===== src/rtl/interp_pkg.sv =====
// Shared definitions for the 4-tap fractional-sample interpolation filter:
// tap count, fraction count, tap signs and the pipeline stage bundles.
package interp_pkg;

    localparam int NUM_TAPS = 4;
    localparam int NUM_FRAC = 15;
    localparam int PROD_W   = 32;
    localparam int BUS_W    = NUM_FRAC * PROD_W;

    // Bit k-1 set means tap k is subtracted (taps 1 and 4 are negative).
    localparam logic [NUM_TAPS-1:0] TAP_SIGN = 4'b1001;

    typedef logic signed [PROD_W-1:0] prod_t;

    typedef struct packed {
        logic  v;
        prod_t p1;
        prod_t p2;
        prod_t p3;
        prod_t p4;
    } sel_stage_t;

    typedef struct packed {
        logic  v;
        prod_t a;
        prod_t b;
    } sum_stage_t;

    function automatic prod_t signed_tap(input prod_t x, input logic neg);
        prod_t r;
        if (neg) begin
            r = -x;
        end else begin
            r = x;
        end
        return r;
    endfunction

endpackage


===== src/rtl/interp_sum_stage_if.sv =====
// Valid/ready stream and tap-bus bundle between the MCM blocks, the
// combining stage and its downstream consumer.
interface interp_sum_stage_if;
    import interp_pkg::*;

    logic                    in_valid;
    logic                    in_ready;
    logic [3:0]              in_frac;
    logic signed [31:0]      in_sample;
    logic [BUS_W-1:0]        t1_bus;
    logic [BUS_W-1:0]        t2_bus;
    logic [BUS_W-1:0]        t3_bus;
    logic [BUS_W-1:0]        t4_bus;
    logic                    out_valid;
    logic                    out_ready;
    logic signed [15:0]      out_sample;

    modport master (
        output in_valid, in_frac, in_sample, t1_bus, t2_bus, t3_bus, t4_bus, out_ready,
        input  in_ready, out_valid, out_sample
    );

    modport slave (
        input  in_valid, in_frac, in_sample, t1_bus, t2_bus, t3_bus, t4_bus, out_ready,
        output in_ready, out_valid, out_sample
    );

endinterface


===== src/rtl/interp_tap_sel.sv =====
// Picks product Yk for fraction k from one tap's 15-product MCM bus;
// fraction 0 (integer position) yields zero.
module interp_tap_sel
    import interp_pkg::*;
(
    input  logic [BUS_W-1:0] bus,
    input  logic [3:0]       frac,
    output prod_t            prod
);

    logic [3:0] idx_s;

    // Slice Yk lives at [32k-1:32(k-1)].
    always_comb begin
        idx_s = frac - 4'd1;
        if (frac == 4'd0) begin
            prod = {PROD_W{1'b0}};
        end else begin
            prod = bus[{idx_s, 5'd0} +: PROD_W];
        end
    end

endmodule


===== src/rtl/interp_sum_stage.sv =====
// 3-stage select / partial-sum / round-shift-clip combiner of the interpolation filter.
// Define INTERP_SUM_CLIP_EN for the final-pass clip to [0, 2^BIT_DEPTH-1]; otherwise r[15:0].
module interp_sum_stage
    import interp_pkg::*;
#(
    parameter int BIT_DEPTH = 10,
    parameter int SHIFT     = 6
) (
    input logic               clk,
    input logic               rst_n,
    interp_sum_stage_if.slave io
);

`ifdef INTERP_SUM_CLIP_EN
    localparam bit CLIP_EN = 1'b1;
`else
    localparam bit CLIP_EN = 1'b0;
`endif

    localparam prod_t ROUND   = prod_t'(32'sd1 <<< (SHIFT - 1));
    localparam prod_t PIX_MAX = prod_t'((32'sd1 <<< BIT_DEPTH) - 32'sd1);

    function automatic logic signed [15:0] finalize(input prod_t r);
        logic signed [15:0] o;
        if (CLIP_EN && (r < 32'sd0)) begin
            o = 16'sd0;
        end else if (CLIP_EN && (r > PIX_MAX)) begin
            o = PIX_MAX[15:0];
        end else begin
            o = r[15:0];
        end
        return o;
    endfunction

    prod_t y1_s, y2_s, y3_s, y4_s;

    interp_tap_sel u_sel1 (.bus(io.t1_bus), .frac(io.in_frac), .prod(y1_s));
    interp_tap_sel u_sel2 (.bus(io.t2_bus), .frac(io.in_frac), .prod(y2_s));
    interp_tap_sel u_sel3 (.bus(io.t3_bus), .frac(io.in_frac), .prod(y3_s));
    interp_tap_sel u_sel4 (.bus(io.t4_bus), .frac(io.in_frac), .prod(y4_s));

    sel_stage_t         s1_q, s1_d;
    sum_stage_t         s2_q, s2_d;
    logic               v3_q, v3_d;
    logic signed [15:0] out_sample_q, out_sample_d;
    logic               en1_s, en2_s, en3_s;
    prod_t              sum_s, r_s;

    // A stage may advance when it is empty or its successor advances.
    assign en3_s = !v3_q || io.out_ready;
    assign en2_s = !s2_q.v || en3_s;
    assign en1_s = !s1_q.v || en2_s;

    assign io.in_ready   = en1_s;
    assign io.out_valid  = v3_q;
    assign io.out_sample = out_sample_q;

    // Next-state for all three stages; data only moves with a valid set.
    always_comb begin
        s1_d         = s1_q;
        s2_d         = s2_q;
        v3_d         = v3_q;
        out_sample_d = out_sample_q;
        sum_s        = s2_q.a + s2_q.b + ROUND;
        r_s          = sum_s >>> SHIFT;

        if (en1_s && io.in_valid) begin
            s1_d.p1 = y1_s;
            s1_d.p3 = y3_s;
            s1_d.p4 = y4_s;
            if (io.in_frac == 4'd0) begin
                s1_d.p2 = io.in_sample <<< SHIFT;
            end else begin
                s1_d.p2 = y2_s;
            end
        end else begin
            s1_d = s1_q;
        end
        s1_d.v = en1_s ? io.in_valid : s1_q.v;

        if (en2_s && s1_q.v) begin
            s2_d.a = signed_tap(s1_q.p2, TAP_SIGN[1]) + signed_tap(s1_q.p1, TAP_SIGN[0]);
            s2_d.b = signed_tap(s1_q.p3, TAP_SIGN[2]) + signed_tap(s1_q.p4, TAP_SIGN[3]);
        end else begin
            s2_d = s2_q;
        end
        s2_d.v = en2_s ? s1_q.v : s2_q.v;

        if (en3_s && s2_q.v) begin
            out_sample_d = finalize(r_s);
        end else begin
            out_sample_d = out_sample_q;
        end
        v3_d = en3_s ? s2_q.v : v3_q;
    end

    // Pipeline registers; reset drops every in-flight set at once.
    always_ff @(posedge clk or negedge rst_n) begin
        if (!rst_n) begin
            s1_q         <= {$bits(sel_stage_t){1'b0}};
            s2_q         <= {$bits(sum_stage_t){1'b0}};
            v3_q         <= 1'b0;
            out_sample_q <= 16'sd0;
        end else begin
            s1_q         <= s1_d;
            s2_q         <= s2_d;
            v3_q         <= v3_d;
            out_sample_q <= out_sample_d;
        end
    end

endmodule


===== src/flat_wrapper.sv =====
// flat-port wrapper written by rule: the top's interface ports become plain ports
module interp_sum_stage_flat import interp_pkg::*;
#(
    parameter int BIT_DEPTH = 10,
    parameter int SHIFT     = 6
)
  (clk, rst_n, io_in_valid, io_in_frac, io_in_sample, io_t1_bus, io_t2_bus, io_t3_bus, io_t4_bus, io_out_ready, io_in_ready, io_out_valid, io_out_sample);
  interp_sum_stage_if io_i ();
  input logic clk;
  input logic rst_n;
  input wire logic [$bits(io_i.in_valid)-1:0] io_in_valid;
  input wire logic [$bits(io_i.in_frac)-1:0] io_in_frac;
  input wire logic [$bits(io_i.in_sample)-1:0] io_in_sample;
  input wire logic [$bits(io_i.t1_bus)-1:0] io_t1_bus;
  input wire logic [$bits(io_i.t2_bus)-1:0] io_t2_bus;
  input wire logic [$bits(io_i.t3_bus)-1:0] io_t3_bus;
  input wire logic [$bits(io_i.t4_bus)-1:0] io_t4_bus;
  input wire logic [$bits(io_i.out_ready)-1:0] io_out_ready;
  output wire logic [$bits(io_i.in_ready)-1:0] io_in_ready;
  output wire logic [$bits(io_i.out_valid)-1:0] io_out_valid;
  output wire logic [$bits(io_i.out_sample)-1:0] io_out_sample;
  assign io_i.in_valid = io_in_valid;
  assign io_i.in_frac = io_in_frac;
  assign io_i.in_sample = io_in_sample;
  assign io_i.t1_bus = io_t1_bus;
  assign io_i.t2_bus = io_t2_bus;
  assign io_i.t3_bus = io_t3_bus;
  assign io_i.t4_bus = io_t4_bus;
  assign io_i.out_ready = io_out_ready;
  assign io_in_ready = io_i.in_ready;
  assign io_out_valid = io_i.out_valid;
  assign io_out_sample = io_i.out_sample;
  interp_sum_stage #(.BIT_DEPTH(BIT_DEPTH), .SHIFT(SHIFT)) u_core (.clk(clk), .rst_n(rst_n), .io(io_i));
endmodule

===== config.mk =====
export PLATFORM = sky130hd
export DESIGN_NAME = interp_sum_stage_flat
export DESIGN_NICKNAME = d
export VERILOG_FILES = /design/src/rtl/interp_pkg.sv /design/src/rtl/interp_sum_stage_if.sv /design/src/rtl/interp_tap_sel.sv /design/src/rtl/interp_sum_stage.sv /design/src/flat_wrapper.sv
export SDC_FILE = /design/constraint.sdc
export NUM_CORES = 1
export LEC_CHECK = 0
export CAP_MARGIN = 5
export CORE_AREA = 2 2 777 779
export CTS_CLUSTER_DIAMETER = 120
export DETAILED_ROUTE_END_ITERATION = 16
export DIE_AREA = 0 0 779 781
export SLEW_MARGIN = 10
export SYNTH_ARGS = -nofsm -noshare
export SYNTH_HDL_FRONTEND = slang
export SYNTH_SLANG_ARGS = --single-unit

===== constraint.sdc =====
create_clock -name clk -period 3.72 [get_ports clk]
set_input_delay 0.744 -clock clk [delete_from_list [all_inputs] [get_ports clk]]
set_output_delay 0.744 -clock clk [all_outputs]
set_load 0.01 [all_outputs]

==> flow_summary.json, run 1 <==
{
  "top_usage_layer": "met2",
  "cts_tree": "done",
  "p_leak_uw": 0.0146,
  "drive_gt1_frac": 0.214,
  "final.setup_skew_ns": 0.0112,
  "synth_edf_count": 0,
  "status": "completed",
  "holdBufCountCts": 0,
  "hold_violations": 0,
  "grt_use_total": 0.0996,
  "syn_nets": 3772,
  "period_minus_slack_ns": 3.64,
  "die_area_mm2": 0.608,
  "overflow": 0,
  "clk-insertion-delay-late_ns": 0.45,
  "ir_worst_vdd_mv": 0.294,
  "final_util": 0.0778,
  "clk_transition_reported_paths_ns": 0.07,
  "detail-route-antenna-nets": 0,
  "synthTopCellsByCount": "mux4_2, nand2_1, o21ai_0, dfrtp_1, mux2i_1",
  "cts.sinks": 151,
  "fmax_mhz": 275,
  "synthCells": 1715,
  "path_max_fanout": 35,
  "cts_root_buf": "clkbuf_16",
  "critical_path.endpoint_type": "flop",
  "period_share": 0.979,
  "ys_ff_latch": 151,
  "synth_cell_type_count": 66,
  "port_buffers": 1361,
  "required_ns": 4.06,
  "yosysTopAreaCellShare": 0.403,
  "ys.flop_type": "dfrtp_1",
  "grt_max_degree": 105,
  "antenna_found_initial": 392,
  "synth-async-reset-ratio": 1.00,
  "cts_buffers": 17,
  "hold_slack_ns": 0.295,
  "syn_area_mm2": 0.0197,
  "grt_pass1_vias": 24000,
  "setup_viol": 0,
  "initial_core_util": 0.0327,
  "ys_warn_count": 0,
  "holdCritPathClass": "primary input to async pin",
  "viasPerCell": 2.14,
  "wl_per_cell_um": 27.9,
  "die_w_um": 779,
  "h-tree-depth": 4,
  "total_power_uw": 15400,
  "coreArea_mm2": 0.601,
  "place_hpwl_um": 298000,
  "io_pins": 1978,
  "wirelength_um": 316000,
  "die_y_um": 781,
  "dpl_cell_area_mm2": 0.0455,
  "critical_path_arrival_ns": 3.98,
  "drc_errors": 0,
  "seq_area_frac_synth": 0.192,
  "drt_pass1_iterations": 7,
  "met1_usage": 0.119,
  "final-max-slew-violation-count": 0,
  "critPathTopFamily": "buffers and inverters",
  "slew-limit-headroom": 0.399,
  "clock_path_buffers": 2,
  "critPathKind": "primary input to flop",
  "drtIter0Drc": 1820,
  "rows": 285,
  "grt_pass1_wl_um": 365000,
  "tightestPinTransition_ns": 0.899,
  "cp-start-kind": "primary input",
  "critPathMaxStageDelay_ns": 0.52,
  "nets": 5228,
  "gr-usage-met3": 0.0562,
  "finalSetupTns_ns": 0,
  "yosysMostFrequentCell": "mux4_2",
  "max_cap_viol_count": 0,
  "stdcell_area_mm2": 0.0467,
  "reg2reg_slack_ns": 0.15,
  "avgSynthCellArea_um2": 11.5,
  "crit_chain": "clkdlybuf4s50_1 > inv_1 > ha_4 > buf_12 > buf_12 > buf_4 > mux2i_1 > o21ai_0 > buf_4 > mux4_2 > a22o_1",
  "synth_area_leader_cell": "mux4_2",
  "use_met2": 0.153,
  "vias": 24300,
  "cp_slowest_cell": "mux4_2",
  "synth_area_leaders": "mux4_2, dfrtp_1, ha_1",
  "cp_num_buf_inv": 6,
  "power.density_mw_per_mm2": 330,
  "gp_congestion": 0.984,
  "area_delta_synth_final_pct": 137
}
## report_power, final
part	internal [uW]	switching (uW)
registers	2210	556
logic	5130	5670
clock network	1040	805
## cells by family after synthesis
logic type,count (synthesis),synth area share
XOR/XNOR,79,0.0352
multiplexers,459,0.458
AO/OA/AOI/OAI,378,0.125
flip-flops,151,0.192
AND/OR/NAND/NOR,375,0.0912
adder cells (fa/ha/maj),97,0.0625
buffers and inverters,176,0.0363
## registers in the layout, indices dropped and copies added (netlist names)
register,cells
u_core.io.out_sample,16
u_core.io.out_valid,1
u_core.s1_q,89
u_core.s2_q,45
## placed cells by master (no fill, tap or decap), drive strengths merged, types with 4 or more instances in the layout
| master | count |
|---|---|
| or4 | 11 |
| nand3 | 18 |
| diode | 129 |
| or3 | 8 |
| and2 | 5 |
| o21bai | 9 |
| and3 | 14 |
| a31oi | 9 |
| o31ai | 12 |
| dfrtp | 151 |
| o211ai | 4 |
| a211oi | 11 |
| o21ai | 158 |
| a221oi | 4 |
| nor2b | 6 |
| a22o | 72 |
| nor3b | 7 |
| nand2 | 200 |
| mux4 | 352 |
| buf | 224 |
| nor4 | 11 |
| nand4 | 8 |
| o21a | 4 |
| inv | 36 |
| or2 | 8 |
| clkbuf | 20 |
| xor2 | 30 |
| nor2 | 36 |
| clkdlybuf4s50 | 1358 |
| mux2i | 106 |
| a21oi | 42 |
| a21o | 31 |
| ha | 95 |
| xnor2 | 49 |
| nor3 | 23 |
| nand2b | 9 |
## layer usage
layer | vias to the layer above | part of all wire
met5 | - | 0.0035
met2 | 1826 | 0.42
li1 | 10100 | -
met3 | 593 | 0.13
met1 | 11700 | 0.41
met4 | 168 | 0.038
## worst paths after layout
kind	end	cells after the start	from
max in group asynchronous	u_core.s1_q[7]	2	rst_n
setup reg to reg	u_core.s2_q[19]	13	u_core.s1_q[7]
min in group clk	u_core.io.out_sample[5]	2	u_core.io.out_sample[5]
hold reg to reg	u_core.io.out_sample[5]	2	u_core.io.out_sample[5]
setup / recovery	u_core.s1_q[43]	11	io_in_frac[1]
hold / removal	u_core.s2_q[6]	1	rst_n
## worst reg2reg max path: cells and delay by family (launching register included)
| family | cells | cell delay [ns] |
|---|---|---|
| AND/OR/NAND/NOR | 7 | 1.89 |
| AO/OA/AOI/OAI | 3 | 0.54 |
| adder cells (fa/ha/maj) | 1 | 0.34 |
| flip-flops | 1 | 0.46 |
| buffers and inverters | 1 | 0.11 |
| XOR/XNOR | 1 | 0.14 |
## cell type report
type / instances / area, um2
Inverter: 30 / 118
Timing Repair Buffer: 1583 / 16400
Multi-Input combinational cell: 1388 / 15400
Sequential cell: 151 / 3780
Fill cell: 70000 / 554000
Tap cell: 8036 / 10100
Clock inverter: 13 / 159
Clock buffer: 19 / 453
Antenna cell: 129 / 323
## per-stage QoR
stage | worst slack, ns | cells
detailed placement | -0.419 | 11200
global route | -0.0160 | 11300
CTS | 0.00172 | 11200
finish | 0.0784 | 11300
global placement | -0.404 | 11200
floorplan | 0.0594 | 1715
## what timing repair did
| item | 4_1_cts | 5_1_grt |
|---|---|---|
| endpoints found under the setup margin | 2 | 15 |
| gates resized for setup | 2 | 41 |
| pin swaps | 1 | 14 |
| setup buffers | 0 | 8 |
(Power assumes the default switching activity.)
==> run 2, diff against run 1 <==
==> constraint.sdc (replaced) <==
create_clock -name clk -period 4.48 [get_ports clk]
set_input_delay 0.896 -clock clk [delete_from_list [all_inputs] [get_ports clk]]
set_output_delay 0.896 -clock clk [all_outputs]
set_load 0.01 [all_outputs]
==> flow_summary.json, run 2 (synthesis results as in run 1) <==
{
  "status": "completed",
  "cp_slowest_cell": "mux4_2",
  "rows": 285,
  "cts_tree": "done",
  "grt_use_total": 0.0985,
  "mostFrequentLayoutCell": "clkdlybuf4s50_1",
  "antenna_found_initial": 387,
  "cts_buffers": 17,
  "critPathKind": "primary input to flop",
  "ir_worst_vdd_mv": 0.204,
  "largest_register_ffs": 89,
  "p_leak_uw": 0.0138,
  "final_cells": 11200,
  "slew-limit-headroom": 0.212,
  "holdBufCountCts": 0,
  "io_pins": 1978,
  "fmax_mhz": 255,
  "vias": 23900,
  "overflow": 0,
  "hold_slack_ns": 0.360,
  "die_w_um": 779,
  "tightestPinTransition_ns": 1.17,
  "period_share": 0.874,
  "clock_path_buffers": 2,
  "required_ns": 4.81,
  "coreArea_mm2": 0.601,
  "h-tree-depth": 4,
  "path_max_fanout": 26,
  "area_delta_synth_final_pct": 128,
  "max_cap_viol_count": 0,
  "initial_core_util": 0.0327,
  "hold_violations": 0,
  "place_inst": 11100,
  "wl_per_cell_um": 27.8,
  "cts_resized": 0,
  "cts.sinks": 151,
  "drtIter0Drc": 1992,
  "critPathMaxStageDelay_ns": 0.55,
  "setup_viol": 0,
  "final.setup_skew_ns": 0.0147,
  "grt_max_degree": 119,
  "cp_num_buf_inv": 4,
  "critical_path.endpoint_type": "flop",
  "cts_setup_buffers": 0,
  "holdCritPathClass": "primary input to async pin",
  "die_y_um": 781,
  "power.density_mw_per_mm2": 269,
  "grt_pass1_wl_um": 360000,
  "setup_ws_ns": 0.565,
  "die_area_mm2": 0.608,
  "critPathTopFamily": "multiplexers",
  "gp_congestion": 0.962,
  "place_hpwl_um": 294000,
  "post-place-ws_ns": -0.163,
  "most-common-layout-cells": "clkdlybuf4s50_1, mux4_2, nand2_1",
  "grt_pass1_vias": 23500,
  "cp-start-kind": "primary input",
  "drc_errors": 0,
  "viasPerCell": 2.12,
  "detail-route-antenna-nets": 0,
  "largest_register": "u_core.s1_q",
  "wirelength_um": 313000,
  "period_minus_slack_ns": 3.92,
  "critical_path_arrival_ns": 4.24,
  "nets": 5110,
  "port_buffers": 1361,
  "clk_transition_reported_paths_ns": 0.07,
  "cts_root_buf": "clkbuf_16",
  "drt_pass1_iterations": 5,
  "crit_chain": "clkdlybuf4s50_1 > inv_1 > ha_4 > buf_12 > mux2i_1 > buf_4 > o21ai_0 > mux4_2 > mux2i_1 > o21ai_0",
  "clk-insertion-delay-late_ns": 0.45,
  "final-max-slew-violation-count": 0,
  "rsz0062_at_grt": "false",
  "drive_gt1_frac": 0.172,
  "final_util": 0.0747
}
-- run 2: cell count changes in the layout (fill, tap and decap cells not counted), moves of 5 or more --
cell	previous run	this run
buf_4	138	77
buf_12	85	27
diode_2	129	140
nor3_1	17	22
nor3_2	6	1
-- run 2: worst register-to-register path, cell delays in order (launching register included) --
cell      delay [ns]
dfrtp_1         0.47
or4_1           0.57
or2_2           0.33
nor3_1          0.19
xnor2_1         0.18
ha_1            0.32
and3_1          0.21
a221oi_1        0.36
o21ai_1         0.18
or2_2           0.35
a211oi_1        0.26
xor2_1          0.26
o21ai_0         0.10
-- run 2: final timing paths --
| kind | cells after the start | end | slack, ns | startpoint |
|---|---|---|---|---|
| max in group asynchronous | 2 | u_core.s1_q[21] | 3.13 | rst_n |
| hold / removal | 1 | u_core.s1_q[36] | 0.36 | rst_n |
| hold reg to reg | 2 | u_core.io.out_sample[5] | 0.47 | u_core.io.out_sample[5] |
| min in group clk | 2 | u_core.io.out_sample[5] | 0.47 | u_core.io.out_sample[5] |
| setup / recovery | 10 | u_core.s1_q[76] | 0.56 | io_in_frac[1] |
| setup reg to reg | 12 | u_core.s2_q[15] | 0.56 | u_core.s1_q[0] |
-- run 2: through the flow --
stage / instance area [um2] / TNS (ns) / total power, uW
floorplan: 19700 / 0 / 6280
global placement: 44000 / -0.140 / 10800
detailed placement: 44000 / -0.163 / 10900
CTS: 44500 / 0 / 12400
global route: 44700 / 0 / 13000
finish: 44900 / 0 / 12100
-- run 2: final cells by class --
type                    instances  area, um2
clock inverters                15        158
flip-flops and latches        151       3780
clock buffers                  17        425
well taps                    8036      10100
inverters                      30        118
diodes                        140        350
fillers                     70200     556000
multi-input cells            1388      15200
repair buffers               1465      14800
-- run 2: power breakdown --
part	total [uW]	internal [uW]	leakage, uW	switching [uW]
logic	8270	3800	0.0116	4470
clock network	1480	790	0.000288	690
registers	2340	1830	0.00185	510
total	12100	6420	0.0138	5670
-- run 2: routing by layer --
metal | GRT usage | wire [um]
met4 | 0.0228 | 10600
met3 | 0.0603 | 44200
met2 | 0.151 | 132000
met5 | 0 | 1130
met1 | 0.116 | 125000
==> run 3, diff against run 2 <==
--- a/config.mk
+++ b/config.mk
@@ -5,6 +5,7 @@
 export SDC_FILE = /design/constraint.sdc
 export NUM_CORES = 1
 export LEC_CHECK = 0
+export ABC_CLOCK_PERIOD_IN_PS = 4480
 export CAP_MARGIN = 5
 export CORE_AREA = 2 2 777 779
 export CTS_CLUSTER_DIAMETER = 120
==> results of run 3 <==
Final layout, timing and power as in run 2 (identical DEF).
